--- src/rtl/uart_pkg.sv ---
// Shared UART types and elaboration helpers for the receive (and future transmit) path.
package uart_pkg;

  typedef enum logic [2:0] {
    IDLE,
    START,
    DATA,
    STOP,
    WAIT_HIGH
  } uart_rx_state_e;

  // Integer clocks per bit; callers must keep the result >= 8.
  function automatic int unsigned clks_per_bit(input int unsigned freq, input int unsigned baud);
    return freq / baud;
  endfunction

endpackage

--- src/rtl/sync_fifo.sv ---
// Single-clock FIFO with wrap-bit pointers; pop on empty is ignored, push on full
// is accepted only when a pop frees the head slot in the same cycle.
module sync_fifo #(
  parameter int unsigned WIDTH = 8,
  parameter int unsigned DEPTH = 16,
  localparam int unsigned AW = $clog2(DEPTH)
) (
  input  logic             clk,
  input  logic             rst,
  input  logic             push,
  input  logic [WIDTH-1:0] push_data,
  input  logic             pop,
  output logic [WIDTH-1:0] pop_data,
  output logic             full,
  output logic             empty,
  output logic [AW:0]      count
);

  logic [WIDTH-1:0] mem_q [DEPTH];
  logic [WIDTH-1:0] mem_d [DEPTH];
  logic [AW:0]      wr_q, wr_d;
  logic [AW:0]      rd_q, rd_d;
  logic             push_ok_c;
  logic             pop_ok_c;

  assign empty    = (wr_q == rd_q);
  assign full     = (wr_q[AW] != rd_q[AW]) && (wr_q[AW-1:0] == rd_q[AW-1:0]);
  assign count    = wr_q - rd_q;
  assign pop_data = mem_q[rd_q[AW-1:0]];

  always_comb begin
    mem_d     = mem_q;
    wr_d      = wr_q;
    rd_d      = rd_q;
    pop_ok_c  = pop & ~empty;
    push_ok_c = push & (~full | pop_ok_c);
    if (push_ok_c) begin
      mem_d[wr_q[AW-1:0]] = push_data;
      wr_d                = wr_q + (AW+1)'(1);
    end
    if (pop_ok_c) begin
      rd_d = rd_q + (AW+1)'(1);
    end
  end

  always_ff @(posedge clk) begin
    if (rst) begin
      mem_q <= '{default: '0};
      wr_q  <= '0;
      rd_q  <= '0;
    end else begin
      mem_q <= mem_d;
      wr_q  <= wr_d;
      rd_q  <= rd_d;
    end
  end

endmodule

--- src/rtl/uart_rx_monitor.sv ---
// 8N1 UART receiver: synchronizer, mid-bit sampling FSM, error flags, and a byte FIFO
// presented to the consumer with a valid/ready handshake.
module uart_rx_monitor
  import uart_pkg::*;
#(
  parameter int unsigned CLK_FREQ   = 100_000_000,
  parameter int unsigned BAUD       = 115200,
  parameter int unsigned FIFO_DEPTH = 16,
  localparam int unsigned COUNT_W   = $clog2(FIFO_DEPTH + 1)
) (
  input  logic               io_clock,
  input  logic               io_reset,
  input  logic               io_rxd,
  output logic [7:0]         io_data,
  output logic               io_valid,
  input  logic               io_ready,
  output logic [COUNT_W-1:0] io_count,
  output logic               io_frameError,
  output logic               io_overflow
);

  localparam int unsigned CPB       = clks_per_bit(CLK_FREQ, BAUD);
  localparam int unsigned BIT_CNT_W = $clog2(CPB);

  logic                 rxd_meta_q, rxd_meta_d;
  logic                 rxd_s_q, rxd_s_d;
  uart_rx_state_e       state_q, state_d;
  logic [BIT_CNT_W-1:0] cnt_q, cnt_d;
  logic [2:0]           idx_q, idx_d;
  logic [7:0]           shift_q, shift_d;
  logic                 frame_err_q, frame_err_d;
  logic                 overflow_q, overflow_d;
  logic                 push_c;
  logic                 pop_c;
  logic                 fifo_full;
  logic                 fifo_empty;

  assign io_valid      = ~fifo_empty;
  assign pop_c         = io_valid & io_ready;
  assign io_frameError = frame_err_q;
  assign io_overflow   = overflow_q;

  // Next-state logic; the counter is loaded so that every sample lands mid-bit.
  always_comb begin
    rxd_meta_d  = io_rxd;
    rxd_s_d     = rxd_meta_q;
    state_d     = state_q;
    cnt_d       = cnt_q;
    idx_d       = idx_q;
    shift_d     = shift_q;
    frame_err_d = 1'b0;
    overflow_d  = overflow_q;
    push_c      = 1'b0;

    case (state_q)
      IDLE: begin
        if (!rxd_s_q) begin
          cnt_d   = BIT_CNT_W'(CPB / 2 - 1);
          state_d = START;
        end
      end
      START: begin
        if (cnt_q == '0) begin
          if (rxd_s_q) begin
            state_d = IDLE;
          end else begin
            cnt_d   = BIT_CNT_W'(CPB - 1);
            idx_d   = 3'd0;
            state_d = DATA;
          end
        end else begin
          cnt_d = cnt_q - BIT_CNT_W'(1);
        end
      end
      DATA: begin
        if (cnt_q == '0) begin
          shift_d[idx_q] = rxd_s_q;
          idx_d          = idx_q + 3'd1;
          cnt_d          = BIT_CNT_W'(CPB - 1);
          if (idx_q == 3'd7) begin
            state_d = STOP;
          end
        end else begin
          cnt_d = cnt_q - BIT_CNT_W'(1);
        end
      end
      STOP: begin
        if (cnt_q == '0) begin
          if (rxd_s_q) begin
            push_c  = 1'b1;
            state_d = IDLE;
          end else begin
            frame_err_d = 1'b1;
            state_d     = WAIT_HIGH;
          end
        end else begin
          cnt_d = cnt_q - BIT_CNT_W'(1);
        end
      end
      WAIT_HIGH: begin
        // A held-low line (break) must not look like a new start bit.
        if (rxd_s_q) begin
          state_d = IDLE;
        end
      end
      default: state_d = IDLE;
    endcase

    if (push_c && fifo_full && !pop_c) begin
      overflow_d = 1'b1;
    end
  end

  always_ff @(posedge io_clock) begin
    if (io_reset) begin
      rxd_meta_q  <= 1'b1;
      rxd_s_q     <= 1'b1;
      state_q     <= IDLE;
      cnt_q       <= '0;
      idx_q       <= '0;
      shift_q     <= '0;
      frame_err_q <= 1'b0;
      overflow_q  <= 1'b0;
    end else begin
      rxd_meta_q  <= rxd_meta_d;
      rxd_s_q     <= rxd_s_d;
      state_q     <= state_d;
      cnt_q       <= cnt_d;
      idx_q       <= idx_d;
      shift_q     <= shift_d;
      frame_err_q <= frame_err_d;
      overflow_q  <= overflow_d;
    end
  end

  sync_fifo #(
    .WIDTH (8),
    .DEPTH (FIFO_DEPTH)
  ) u_fifo (
    .clk       (io_clock),
    .rst       (io_reset),
    .push      (push_c),
    .push_data (shift_q),
    .pop       (pop_c),
    .pop_data  (io_data),
    .full      (fifo_full),
    .empty     (fifo_empty),
    .count     (io_count)
  );

endmodule

--- config.mk ---
export PLATFORM = sky130hd
export DESIGN_NAME = uart_rx_monitor
export DESIGN_NICKNAME = d
export VERILOG_FILES = /design/src/rtl/uart_pkg.sv /design/src/rtl/sync_fifo.sv /design/src/rtl/uart_rx_monitor.sv
export SDC_FILE = /design/constraint.sdc
export NUM_CORES = 1
export LEC_CHECK = 0
export ABC_CLOCK_PERIOD_IN_PS = 8000
export BUFFER_PORTS_ARGS = -buffer_cell sky130_fd_sc_hd__buf_2
export CAP_MARGIN = 20
export CELL_PAD_IN_SITES_DETAIL_PLACEMENT = 0
export CELL_PAD_IN_SITES_GLOBAL_PLACEMENT = 1
export CORE_MARGIN = 2
export CORE_UTILIZATION = 30
export DETAILED_ROUTE_END_ITERATION = 16
export PLACE_DENSITY_LB_ADDON = 0.1
export SETUP_SLACK_MARGIN = 0.4
export SKIP_CTS_REPAIR_TIMING = 1
export SLEW_MARGIN = 20
export SYNTH_ARGS = -nofsm -noshare
export SYNTH_HDL_FRONTEND = slang
export SYNTH_SLANG_ARGS = --single-unit
--- constraint.sdc ---
create_clock -name io_clock -period 8 [get_ports io_clock]
set_clock_uncertainty 0.05 [all_clocks]
set_input_delay 0.8 -clock io_clock [delete_from_list [all_inputs] [get_ports io_clock]]
set_output_delay 0.8 -clock io_clock [all_outputs]
set_load 0.01 [all_outputs]
After elaboration in Yosys (flattened, before gate mapping)
Cells that the tools add are included.

operators by class
  equality and inequality tests = 17
  order comparisons = 5
  add/subtract/negate cells = 5
  multiplexer cells = 32
  bitwise operators = 10
  reduce and logical (&&, ||, !) cells = 15

operators with widths
  operator                                                   count
  bitwise mux 128 bit                                        1
  2-to-1 mux 10 bit                                          5
  case mux 10 bit (4 select lines)                           1
  binary-select mux 8 bit (select 4 bit)                     1
  demux 8 bit (select 4 bit)                                 1
  2-to-1 mux 3 bit                                           10
  2-to-1 mux 8 bit                                           3
  != test 2 bit (second input constant)                      8
  case mux 3 bit (5 select lines)                            1
  adder 5 x 1 -> 5 bit (second input constant)               2
  greater-or-equal comparator 5 bit (second input constant)  2
  zero test 10 bit                                           1
  NOT 4 -> 5 bit                                             2
  subtractor 10 x 1 -> 10 bit (second input constant)        1
  bitwise mux 8 bit                                          1
  AND reduction 4 bit                                        2
  == test 3 x 2 -> 1 bit (second input constant)             2
  == test 3 bit (second input constant)                      2
  case mux 3 bit (2 select lines)                            1
  AND reduction 6 bit                                        1
  == test 5 bit                                              1
  logical AND 1 bit                                          5
  < comparator 5 x 1 -> 1 bit (second input constant)        1
  2-to-1 mux 1 bit                                           5
  19 further kinds                                           24

storage, ports and cells
  output and inout bits = 16
  register bits = 166
  logic and storage cells = 110
  bits of input ports = 4

Logic depth before layout (Yosys ltp)
  depth in word-level cells = 6
  gate-level depth with buffers = 11
  gate-level depth less buffers = 7

Cells and area by module
A second synthesis with hierarchy kept.

second synthesis, totals
  cell total of the unflattened synthesis = 780
  area total of the unflattened synthesis = 8124.0 sq um

by module, submodules not included
  module           seq. area each (sq um)  area an instance (sq um)  cells each  instances
  sync_fifo        2762.6                  6615.1                    601         1
  uart_rx_monitor  560.5                   1508.9                    179         1

Least setup slack after synthesis
OpenSTA, ideal clock, no wires.

  path type = register -> register
  start = register u_fifo.rd_q[2]
  end = register u_fifo.mem_q[10] (netlist bit)
  data required time = 7.877 ns
  clock period less this slack = 2.927 ns
  path buffers = 5
  data arrival time = 2.804 ns
  library setup time = 0.073 ns
  cell stages (with the launch flop) = 12
  slack = 5.073 ns
  cells stage by stage = dfxtp_1 clkbuf_1 clkbuf_1 inv_1 buf_1 ha_1 nand4_1 or3_1 buf_2 buf_4 nand4_4 mux2i_1

between the ends
  word-level cells in the longest chain between the ends = 6
  elaborated cells between the ends (all ways) = 9
  classes of those cells = eq/ne: 2; bitwise: 6; reduce/logical: 1

RTL lines
  item                    RTL line                                text
  from (decl)             sync_fifo.sv:22                         logic [AW:0] rd_q, rd_d;
  from (signal assigned)  sync_fifo.sv:54                         rd_q <= rd_d;
  == test 5 bit           sync_fifo.sv:26                         assign empty = (wr_q == rd_q);
  NOT 1 bit               sync_fifo.sv:35, uart_rx_monitor.sv:38
  bitwise AND 1 bit       uart_rx_monitor.sv:39                   assign pop_c = io_valid & io_ready;
  bitwise AND 1 bit       sync_fifo.sv:35                         pop_ok_c = pop & ~empty;
  OR 1 bit (*)            sync_fifo.sv:36                         push_ok_c = push & (~full | pop_ok_c);
  bitwise AND 1 bit (*)   sync_fifo.sv:36
  to (signal assigned)    sync_fifo.sv:52                         mem_q <= mem_d;
  to (decl)               sync_fifo.sv:19                         logic [WIDTH-1:0] mem_q [DEPTH];

Every way passes the cells marked *; elsewhere a longest branch is shown, timed or not.
A chain may end at the register's enable or synchronous reset.

Worst setup path in the final report
  start = register u_fifo.rd_q[1]
  end = register u_fifo.mem_q[71] (netlist bit)

Same word-level chain as after synthesis.

==> summary.txt <==
Routing
  • Final wirelength: between 20,000 and 25,000 um
  • 1st-iter DRT viols: about 290
  • DR WL/cell: slightly below 20 um
  • TritonRoute pass-1 iters: 5
  • DR vias/cell: 5.16
  • Vias post-DR: 5,905
  • Routed Antenna Nets: 0
  • Drt drc: 0

CTS
  • CTS Root Cell: clkbuf_16
  • Sink Count: about 170
  • CTS Buf Count: 17
  • Skew-Pair Late Insertion Delay: approximately 0.43 ns
  • Max clock buf depth: 2
  • CTS tree: yes
  • CTS clk-pin slew, worst paths: 0.07 ns
  • H-tree depth: 4

STA
  • Max-slew headroom: 26.6%
  • Final Critical Period: 3.65 ns
  • Slew Viols, Final: 0
  • Tcrit/Tclk final: 45.7%
  • Measured slew at the worst slew-check pin: 1.10 ns
  • Max Fclk: 274 MHz
  • Final Hold Viols: 0
  • # setup viols final: 0
  • RSZ-0062 raised after global routing: false
  • Setup total negative slack: 0 ns
  • Hold slack: approximately 0.36 ns

Floorplan
  • Starting Density: 30.3%
  • Die footprint: 28,300 um2
  • Die W: 168 um
  • Row cnt: 60
  • CORE AREA: 26,700 um2
  • Io pins: 20
  • Die Ht: 168 um

Worst setup path
  • Crit path max fanout: 29
  • Setup Crit Path Kind: flip-flop to flip-flop
  • CP Cell Sequence: buf_4 -> clkinv_1 -> ha_1 -> nand4_1 -> or3_1 -> nand4_2 -> mux2i_1
  • Worst reg2reg setup slack: 4.35 ns
  • Worst path max stage delay: 0.89 ns
  • Setup crit start kind: flip-flop
  • Worst r2r dst: u_fifo.mem_q[71]$_SDFFE_PP0P_
  • CP Capture Type: flip-flop
  • R2R Path Start: u_fifo.rd_q[1]$_SDFFE_PP0P_
  • Worst Reg2Reg Path Length in Cells: 7
  • Start point of the critical path: u_fifo.rd_q[1]$_SDFFE_PP0P_
  • Slowest cell on crit path: or3_1
  • Worst EP required: 8.28 ns
  • CP arrival: 3.94 ns

Global routing
  • Pin count of the biggest net entering global routing: 79
  • Initial antenna violation count: 0
  • GR Util All Layers: 16.3%
  • Vias in the first global route: 6,089
  • Total gr overflow: 0
  • First-pass GRT wire length: roughly 35,000 um

Placement
  • GP Congestion: just under 0.8
  • Port buffer count: 19
  • HPWL Detailed: 14,800 um

Power and ir drop
  • Leakage: 3.81 nW
  • Power per standard cell area: ~210 nW/um2
  • Max rail drop VDD: 0.143 mV

Layout
  • ANT cells: 0
  • Area of the multi-input gates: between 4000 and 5000 um2
  • Nets: 809
  • Proportion of layout cells with a drive suffix above 1: 15.2%
  • Layout fillers: 2,723
  • Register Area: between 3000 and 4000 um2
  • Layout overhead on the synthesized area: 11.3%

Hold path
  • Hold Startpoint: rxd_meta_q$_SDFF_PP1_
  • Hold EP: rxd_s_q$_SDFF_PP1_
  • Hold Crit Class: flip-flop to flip-flop
  • Worst Hold Path Cells: 1

Yosys
  • Mapped Cells: 807
  • Yosys reg bits: 166
  • Post-Syn Area: 8090 um2
  • Sequential share of the synthesized area: 41.1%
  • Netlist cell types: 68
  • Synth warnings: 0
  • Top-area cell type share of the netlist area: 41.1%
  • Avg Cell Area, Syn: 10.0 um2
  • Cell taking the most area after synthesis: dfxtp_1
  • Post-synth EDFFs: 0
  • Async set-or-reset flop fraction in the synthesized netlist: 0%
  • Synth top cells by count: nand2_1 (178), dfxtp_1 (166), mux2i_1 (131)
  • Post-Syn Nets: 825
  • Ys flop type: dfxtp_1
  • Synth top area cells: dfxtp_1 (41%), mux2i_1 (16%), mux4_2 (8.9%), nand2_1 (8.3%), nand4_4 (2.1%)
  • Count leader, synth: nand2_1

Outcome
  • Outcome: finished, final reports clean

Job
  • Max Cap Viol: 0
power by group:
group / switching [W] / leakage (nW) / internal (W)
Combinational: 0.000152 / 2.19 / 0.0000712
Sequential: 0.0000188 / 1.34 / 0.000838
Clock: 0.000362 / 0.282 / 0.000480
Total: 0.000533 / 3.81 / 0.00139
cell type report:
class | count | share of cell area, %
clock buffers | 19 | 5.03
clock inverters | 13 | 1.60
inverters | 16 | 0.695
multi-input cells | 564 | 49.4
flip-flops and latches | 166 | 36.9
well taps | 341 | 4.74
repair buffers | 26 | 1.64
cell usage in the layout (no fill, tap or decap), drive strengths merged, types with 3 or more instances in the layout:
cell,count
nor3,8
o21ai,10
inv,18
dfxtp,166
mux4,32
ha,13
o31ai,10
o21a,3
nor4b,3
or4,5
and3,9
clkinvlp,4
nor2,18
xnor2,6
nand4,24
nor4,3
or3,5
a21oi,23
a21o,3
clkbuf,19
clkinv,5
nor2b,6
or2,5
buf,26
a31oi,13
and4,3
mux2i,131
nand3,15
nand2,178
nand2b,5
worst max path at each step:
stage                                    endpoint  slack (ns)
floorplan           u_fifo.mem_q[10]$_SDFFE_PP0P_        5.07
global placement     u_fifo.mem_q[0]$_SDFFE_PP0P_        4.19
detailed placement  u_fifo.mem_q[32]$_SDFFE_PP0P_        4.08
CTS                 u_fifo.mem_q[71]$_SDFFE_PP0P_        4.28
global route        u_fifo.mem_q[66]$_SDFFE_PP0P_        4.07
finish              u_fifo.mem_q[71]$_SDFFE_PP0P_        4.35
layer usage:
layer	share of wire, %	global-route usage [%]	up-vias
met5	0	0	-
met4	1.2	4.01	0
met3	2.4	2.56	16
met2	48	27.5	69
met1	48	21.9	2960
li1	-	-	2860
metrics by stage:
stage	setup WS [ns]	area [um2]	instances	total power, W	utilization [%]
final	4.35	9000	1145	0.00192	33.7
after global placement	4.19	8410	1113	0.00110	31.5
after detailed placement	4.08	8410	1113	0.00110	31.5
after global routing	4.07	9000	1145	0.00200	33.7
after floorplan	5.07	8090	807	0.00103	-
after CTS	4.28	9000	1145	0.00195	33.7
kinds of logic after synthesis:
group	count (synthesis)	share of synthesized area (%)
simple gates	296	19.5
flops	166	41.1
mux	165	25.4
compound gates	81	6.81
buf+inv	77	4.04
fa+ha+maj	14	2.26
xor+xnor	8	0.866
worst max-delay path: cells and delay by family, from the launching register on:
family | cells | cell delay (ns)
and+or+nand+nor | 3 | 1.74
adders and majority gates | 1 | 0.39
DFF | 1 | 0.31
muxes | 1 | 0.33
buffers and inverters | 2 | 0.70
sequential cells by signal, indices dropped and copies added (netlist names):
name and flops:
cnt_q 10, idx_q 3, io_frameError 1, io_overflow 1
rxd_meta_q 1, rxd_s_q 1, shift_q 8, state_q 3
u_fifo.mem_q 128, u_fifo.rd_q 5, u_fifo.wr_q 5
No activity file was read; power rests on OpenSTA's default activity.
